`src/rtl/pipeline_ctrl_pkg.sv`:
```
// Shared definitions for the pipeline hazard/sequencing control logic.
package pipeline_ctrl_pkg;

  localparam int REG_ADDR_W = 5;

  // Architectural zero register; writes to it never create a dependency.
  localparam logic [REG_ADDR_W-1:0] X0 = '0;

  typedef enum logic [1:0] {
    RUN      = 2'd0,
    LD_STALL = 2'd1,
    MEM_WAIT = 2'd2
  } hcu_state_t;

endpackage

```
`src/rtl/hazard_control_unit_sat_counter.sv`:
```
// Saturating up-counter with a synchronous active-low clear.
module sat_counter #(
  parameter int WIDTH = 16
) (
  input  logic             clk,
  input  logic             rst,
  input  logic             inc,
  output logic [WIDTH-1:0] count
);

  // Count up on inc and stick at all-ones instead of wrapping back to zero.
  always_ff @(posedge clk) begin
    if (!rst) begin
      count <= '0;
    end else if (inc && (count != {WIDTH{1'b1}})) begin
      count <= count + 1'b1;
    end
  end

endmodule

```
`src/rtl/hazard_control_unit.sv`:
```
// Pipeline sequencer: drives the enable/flush controls of PC, IF/DE, DE/EX
// and EX/MEM registers, resolving data-memory waits, taken branches and
// load-use hazards, and keeps saturating stall/flush counters.
module hazard_control_unit
  import pipeline_ctrl_pkg::*;
#(
  parameter int LOAD_STALL_CYCLES = 1,
  parameter int CNT_W             = 16
) (
  input  logic                  clk,
  input  logic                  rst,
  input  logic [REG_ADDR_W-1:0] de_rs1,
  input  logic [REG_ADDR_W-1:0] de_rs2,
  input  logic                  de_rs1_used,
  input  logic                  de_rs2_used,
  input  logic [REG_ADDR_W-1:0] ex_rd,
  input  logic                  ex_mem_read,
  input  logic                  ex_branch_taken,
  input  logic                  dmem_req,
  input  logic                  dmem_ready,
  output logic                  pc_enable,
  output logic                  fd_enable,
  output logic                  fd_flush,
  output logic                  de_enable,
  output logic                  de_flush,
  output logic                  em_enable,
  output logic [CNT_W-1:0]      stall_cycles,
  output logic [CNT_W-1:0]      flush_count
);

  // Bubbles still owed after the first stall cycle of a load-use hazard.
  localparam logic [2:0] STALL_RELOAD = 3'(LOAD_STALL_CYCLES - 1);

  hcu_state_t state, state_next;
  logic [2:0] remaining, remaining_next;
  logic       mem_wait;
  logic       load_use;
  logic       branch_flush;
  logic       stall_inc;

  assign mem_wait = dmem_req & ~dmem_ready;
  assign load_use = ex_mem_read & (ex_rd != X0) &
                    ((de_rs1_used & (de_rs1 == ex_rd)) |
                     (de_rs2_used & (de_rs2 == ex_rd)));

  // State and remaining-bubble register; reset discards any pending stall.
  always_ff @(posedge clk) begin
    if (!rst) begin
      state     <= RUN;
      remaining <= '0;
    end else begin
      state     <= state_next;
      remaining <= remaining_next;
    end
  end

  // Next-state and control decode. MEM_WAIT shares RUN's evaluation: a
  // completing access releases the pipeline in the same cycle, and an
  // ongoing wait simply freezes again.
  always_comb begin
    pc_enable      = 1'b1;
    fd_enable      = 1'b1;
    fd_flush       = 1'b0;
    de_enable      = 1'b1;
    de_flush       = 1'b0;
    em_enable      = 1'b1;
    branch_flush   = 1'b0;
    state_next     = state;
    remaining_next = remaining;

    if (!rst) begin
      pc_enable      = 1'b0;
      fd_enable      = 1'b0;
      fd_flush       = 1'b1;
      de_enable      = 1'b0;
      de_flush       = 1'b1;
      em_enable      = 1'b0;
      state_next     = RUN;
      remaining_next = '0;
    end else begin
      case (state)
        LD_STALL: begin
          if (mem_wait) begin
            pc_enable = 1'b0;
            fd_enable = 1'b0;
            de_enable = 1'b0;
            em_enable = 1'b0;
          end else begin
            pc_enable = 1'b0;
            fd_enable = 1'b0;
            de_flush  = 1'b1;
            if (remaining <= 3'd1) begin
              state_next     = RUN;
              remaining_next = '0;
            end else begin
              remaining_next = remaining - 3'd1;
            end
          end
        end
        default: begin
          if (mem_wait) begin
            pc_enable  = 1'b0;
            fd_enable  = 1'b0;
            de_enable  = 1'b0;
            em_enable  = 1'b0;
            state_next = MEM_WAIT;
          end else if (ex_branch_taken) begin
            fd_flush     = 1'b1;
            de_flush     = 1'b1;
            branch_flush = 1'b1;
            state_next   = RUN;
          end else if (load_use) begin
            pc_enable = 1'b0;
            fd_enable = 1'b0;
            de_flush  = 1'b1;
            if (LOAD_STALL_CYCLES > 1) begin
              state_next     = LD_STALL;
              remaining_next = STALL_RELOAD;
            end else begin
              state_next = RUN;
            end
          end else begin
            state_next = RUN;
          end
        end
      endcase
    end
  end

  assign stall_inc = rst & ~pc_enable;

  sat_counter #(.WIDTH(CNT_W)) u_stall_cnt (
    .clk   (clk),
    .rst   (rst),
    .inc   (stall_inc),
    .count (stall_cycles)
  );

  sat_counter #(.WIDTH(CNT_W)) u_flush_cnt (
    .clk   (clk),
    .rst   (rst),
    .inc   (branch_flush),
    .count (flush_count)
  );

endmodule
```
`config.mk`:
```
export PLATFORM = sky130hd
export DESIGN_NAME = hazard_control_unit
export DESIGN_NICKNAME = d
export VERILOG_FILES = /design/src/rtl/pipeline_ctrl_pkg.sv /design/src/rtl/hazard_control_unit_sat_counter.sv /design/src/rtl/hazard_control_unit.sv
export SDC_FILE = /design/constraint.sdc
export NUM_CORES = 1
export LEC_CHECK = 0
export ABC_AREA = 0
export CAP_MARGIN = 20
export CORE_MARGIN = 10
export CORE_UTILIZATION = 30
export CTS_CLUSTER_DIAMETER = 60
export DETAILED_ROUTE_END_ITERATION = 6
export SLEW_MARGIN = 20
export SYNTH_ARGS = -nofsm -noshare
export SYNTH_HDL_FRONTEND = slang
export SYNTH_HIERARCHICAL = 1
export SYNTH_SLANG_ARGS = --single-unit
```
`constraint.sdc`:
```
create_clock -name clk -period 6.81 [get_ports clk]
set_input_delay 1.362 -clock clk [delete_from_list [all_inputs] [get_ports clk]]
set_output_delay 1.362 -clock clk [all_outputs]
set_load 0.01 [all_outputs]
```
== Word-level counts from Yosys, hierarchy flattened ==
Index checks and enable logic that the tools add are counted.

* Register bits: 37
* Input bits: 23
* Output and inout port bits: 38
* Logic and storage cells: 52

* Add/subtract/negate cells: 3
* Order comparisons: 1
* Equality and inequality tests: 7
* Mux-type cells: 22
* Bitwise operators: 10
* Reductions and logical operators: 5

{| class="wikitable"
|+ Operators by type and width
! operator !! count
|-
| adder 16 x 1 -> 16 bit, second input constant || 2
|-
| != test 16 bit, second input constant || 2
|-
| 2-to-1 mux 1 bit || 17
|-
| == test 5 bit || 2
|-
| 2-to-1 mux 2 bit || 4
|-
| AND 1 bit || 6
|-
| nonzero test 5 bit || 1
|-
| != test 2 bit, second input constant || 2
|-
| AND reduction 2 bit || 2
|-
| less-or-equal comparator 3 x 1 -> 1 bit, second input constant || 1
|-
| 2-to-1 mux 3 bit || 1
|-
| inverter 1 bit || 3
|-
| subtractor 3 x 1 -> 3 bit, second input constant || 1
|-
| == test 2 x 1 -> 1 bit, second input constant || 1
|-
| logical AND 1 bit || 2
|-
| OR 1 bit || 1
|}

== Longest topological paths before layout ==
* Word-level depth: 12
* Mapped depth: 8
* Depth with buffers taken out: 8

== Cells and area by module ==
The synthesis kept the hierarchy.

{| class="wikitable"
|+ By module, submodules not included
! module !! times used !! cells an instance !! area an instance (um2) !! seq. area each (um2)
|-
| sat_counter || 2 || 97 || 837.1 || 320.3
|-
| hazard_control_unit || 1 || 28 || 221.5 || 0.0
|}

== Worst setup path before layout ==
No wires, ideal clock.

* Path kind: in2out
* Start: input port de_rs1[3]
* End: output port pc_enable
* Arrival time: 2.424 ns
* Required time: 5.448 ns
* Path slack: 3.024 ns
* Stages: 5
* Path buffers: 1
* Cell sequence: xor2_1 > nor4_2 > a32oi_1 > o31a_1 > buf_4

* Word-level cells in the longest chain between the ends: 9

{| class="wikitable"
|+ RTL lines
! what !! line !! source
|-
| start, declared || hazard_control_unit.sv:12 || <nowiki>input logic [REG_ADDR_W-1:0] de_rs1,</nowiki>
|-
| == test 5 bit || hazard_control_unit.sv:43 || <nowiki>((de_rs1_used & (de_rs1 == ex_rd)) |</nowiki>
|-
| AND 1 bit || hazard_control_unit.sv:43 ||
|-
| OR 1 bit || hazard_control_unit.sv:43 ||
|-
| AND 1 bit || hazard_control_unit.sv:42 || <nowiki>assign load_use = ex_mem_read & (ex_rd != X0) &</nowiki>
|-
| 2-to-1 mux 1 bit (5 in a row) || -- ||
|-
| end, declared || hazard_control_unit.sv:21 || <nowiki>output logic pc_enable,</nowiki>
|}

Every way passes these cells.

== Worst setup path after layout ==
* Start: input port ex_rd[4]
* End: output port de_flush

* Word-level cells in the longest chain between the ends: 9
* Elaborated cells on any way between the ends: 13
* Those cells by class: eq/ne: 2; mux: 5; bitwise: 5; reduce/logical: 1

{| class="wikitable"
|+ RTL lines
! what !! line !! source
|-
| start, declared || hazard_control_unit.sv:16 || <nowiki>input logic [REG_ADDR_W-1:0] ex_rd,</nowiki>
|-
| == test 5 bit (on tied branches) || hazard_control_unit.sv:43, hazard_control_unit.sv:44 ||
|-
| AND 1 bit (on tied branches) || hazard_control_unit.sv:43, hazard_control_unit.sv:44 ||
|-
| OR 1 bit || hazard_control_unit.sv:43 ||
|-
| AND 1 bit (*) || hazard_control_unit.sv:42 ||
|-
| 2-to-1 mux 1 bit (*) || hazard_control_unit.sv:112 || <nowiki>end else if (load_use) begin</nowiki>
|-
| 2-to-1 mux 1 bit (*) || hazard_control_unit.sv:107 || <nowiki>end else if (ex_branch_taken) begin</nowiki>
|-
| 2-to-1 mux 1 bit (*) || hazard_control_unit.sv:101 || <nowiki>if (mem_wait) begin</nowiki>
|-
| 2-to-1 mux 1 bit (*) || hazard_control_unit.sv:81 || <nowiki>case (state)</nowiki>
|-
| 2-to-1 mux 1 bit (*) || hazard_control_unit.sv:71 || <nowiki>if (!rst) begin</nowiki>
|-
| end, declared || hazard_control_unit.sv:25 || <nowiki>output logic de_flush,</nowiki>
|}

Every way passes the cells marked *; elsewhere a longest branch is shown, timed or not.

==> impl_metrics.json <==
{
  "drive_gt1_frac": 0.0697,
  "dp_worst_setup_slack_ps": 2090,
  "drt_iter0_markers": 68,
  "finalHoldViolCount": 0,
  "cts_setup_buffers": 0,
  "hold_depth": 2,
  "max-vdd-ir-drop_mv": 0.0801,
  "cts_tree": "built",
  "setup_ws_ps": 2110,
  "required_ps": 5450,
  "clkLatencyLatePin_ps": 290,
  "drt_wl_total_mm": 5.13,
  "grt_pass1_wl_mm": 8.69,
  "synth.most_common_cell": "dfxtp_1",
  "antennaDiodeCount": 0,
  "synth.top_cell.area_share": 0.338,
  "fillers": 610,
  "max_stage_delay_ps": 590,
  "htreeDepth": 2,
  "root_buffer": "clkbuf_8",
  "rr_endpoint": "u_flush_cnt/count[1]",
  "crit_path_start_kind": "input port",
  "grt_pass1_vias": 1809,
  "clk_path_buf_depth": 2,
  "cts_resized": 0,
  "final_core_util": 0.448,
  "drtAntennaViolNets": 0,
  "worstPathCellList": "clkdlybuf4s50_1, xor2_1, nor4_1, a32oi_1, o311ai_2, clkdlybuf4s50_1",
  "via_count": 1934,
  "instances_no_fill": 362,
  "hold_class": "reg -> reg",
  "synth_area_sq_um": 1900,
  "routed_via_density": 5.34,
  "die_y_microns": 99.5,
  "r2r_slack_ps": 4810,
  "power_uw": 432,
  "synth_edf_count": 0,
  "dp_hpwl_mm": 3.95,
  "seqPwrFrac": 0.438,
  "numCtsBuffers": 5,
  "dieArea_sq_um": 9900,
  "min_period_over_period": 0.691,
  "crit_path_start": "ex_rd[4]",
  "p_leak_uw": 0.000868,
  "start_util": 0.315,
  "drv_cap": 0,
  "dr.pass1.iters": 4,
  "setup_violations": 0,
  "rsz0062_at_grt": "false",
  "switchingPower_uw": 91.7,
  "syn2layout_area_growth_pct": 42.5,
  "overflow": 0,
  "ys_warn_count": 6,
  "clkTransAtPathRegs_ps": 70,
  "end_kind": "output port",
  "numClockSinks": 32,
  "r2r-start": "u_flush_cnt/count[0]",
  "ys_seq_area_frac": 0.338,
  "track_usage": 0.104,
  "p_int_uw": 341,
  "ios": 61,
  "critPathSlowestCell": "clkdlybuf4s50_1",
  "dp.cells": 354,
  "ys_types": 39,
  "drc": 0,
  "synth_seq_cells": 32,
  "synth.area.top_cells": "dfxtp_1 (34%), a21oi_1 (4.8%), xor2_1 (4.6%)",
  "avgRoutedWirePerCell_microns": 14.2,
  "worst_pin_slew_ps": 810,
  "switching_share": 0.212,
  "grt_max_degree": 18,
  "cellPowerDensity_nw_per_um2": 160,
  "clkPwrFrac": 0.467,
  "yosys-top-cells-count": "dfxtp_1 (32), nand2_1 (23), a21oi_1 (18)",
  "fin_worst_skew_ps": 3.91,
  "cp_max_fo": 3,
  "crit_type": "in -> out",
  "async_flop_share": 0,
  "outcome": "complete, no violations",
  "fin_setup_tns_ps": 0,
  "rows": 28,
  "cp_data_arrival_time_ps": 3340,
  "yosys_most_used_dff": "dfxtp_1",
  "core_sq_um": 6030,
  "gp_congestion": 0.730,
  "slew_headroom": 0.456,
  "whs_endpoint": "u_stall_cnt/count[9]",
  "worstHoldStart": "u_stall_cnt/count[9]",
  "finalNetCount": 311,
  "syn_nets": 247,
  "fin_crit_ps": 4700,
  "crit_top_cell": "clkdlybuf4s50_1",
  "antenna_found_initial": 0,
  "netlist_instances": 222,
  "fmax_mhz": 213,
  "maxSlewViolCount": 0,
  "combPwrFrac": 0.095,
  "portBuffers": 60,
  "post_synth.cell_area_avg_sq_um": 8.54,
  "yosys.area.top_type": "dfxtp_1",
  "holdBufCountCts": 0,
  "die_x_microns": 99.5,
  "ff2ff_path_depth": 6
}
[worst max-delay path, delay by kind of cell]
kind	cells	cell delay, ps
xor+xnor	1	190
buf+inv	2	1060
simple gates	1	300
compound gates	2	430
[final cells by class]
class	count	area, sq um	area share
multi-input cells	176	1190	0.440
flip-flops and latches	32	641	0.237
repair buffers	63	623	0.231
clock buffers	7	96.3	0.0357
well taps	75	93.8	0.0347
clock inverters	1	30.0	0.0111
inverters	8	30.0	0.0111
[power groups by stage]
stage	Clock (uW)	Sequential, uW	Combinational (uW)
3_3_place_gp	0	193	41.6
2_1_floorplan	0	194	16.7
4_1_cts	208	189	42.1
6_report	202	189	41.3
5_1_grt	215	189	45.6
3_5_place_dp	0	193	41.8
[placed cells by master (no fill, tap or decap), types with 2 or more instances in the layout]
| cell type | Yosys | routed |
|---|---|---|
| nor4_1 | 7 | 7 |
| clkbuf_8 | 0 | 7 |
| nor4bb_1 | 2 | 2 |
| dfxtp_1 | 32 | 32 |
| o31ai_1 | 11 | 11 |
| mux2i_1 | 6 | 6 |
| or4_1 | 11 | 11 |
| nor4_2 | 3 | 3 |
| o21ai_0 | 8 | 8 |
| nand3b_1 | 2 | 2 |
| nand2b_1 | 5 | 5 |
| clkdlybuf4s50_1 | 0 | 60 |
| ha_1 | 2 | 2 |
| nor3_1 | 4 | 4 |
| and4_1 | 6 | 6 |
| o211a_1 | 2 | 2 |
| xnor2_1 | 4 | 4 |
| o311ai_0 | 2 | 2 |
| o41ai_1 | 2 | 2 |
| nor2_1 | 10 | 10 |
| nand4_4 | 2 | 2 |
| or3_1 | 4 | 4 |
| nand2_1 | 23 | 23 |
| buf_4 | 4 | 3 |
| nor3b_1 | 2 | 2 |
| nand4_1 | 6 | 6 |
| nand3_1 | 12 | 12 |
| inv_1 | 8 | 8 |
| or3_4 | 2 | 2 |
| a21oi_1 | 18 | 18 |
| o211ai_1 | 2 | 2 |
| xor2_1 | 10 | 10 |
[flip-flops by register name (all words and copies together), names as in the netlist]
signal / cells
u_stall_cnt/count: 16
u_flush_cnt/count: 16
[how the worst max path moves through the flow]
stage	endpoint	slack (ps)	cells after the start
detailed placement	de_flush	2090	6
finish	de_flush	2110	6
global route	de_flush	1950	6
floorplan	pc_enable	3020	5
global placement	de_flush	2130	6
CTS	de_flush	2090	6
[logic make-up after synthesis]
kind of cell / after synthesis / share of synthesized area
multiplexers: 6 / 0.0317
buffers and inverters: 14 / 0.0356
XOR/XNOR: 14 / 0.0647
adder cells (fa/ha/maj): 2 / 0.0132
AND/OR/NAND/NOR: 105 / 0.345
AO/OA/AOI/OAI: 49 / 0.172
flip-flops: 32 / 0.338
[stage by stage]
| stage | hold slack (ps) | area, sq um |
|---|---|---|
| final | 517 | 2700 |
| after global placement | 501 | 2570 |
| after floorplan | 521 | 1900 |
| after detailed placement | 506 | 2570 |
| after global routing | 567 | 2700 |
| after CTS | 518 | 2700 |
[routing by layer]
metal  vias up  wire, microns  global-route usage  share of wire
met1       904           2340               0.125           0.46
met4         0             81              0.0397          0.016
met5         -              0                   0              0
li1        983              -                   -              -
met2        42           2300               0.159           0.45
met3         5            408              0.0457          0.080
No activity file was read; power rests on OpenSTA's default activity.
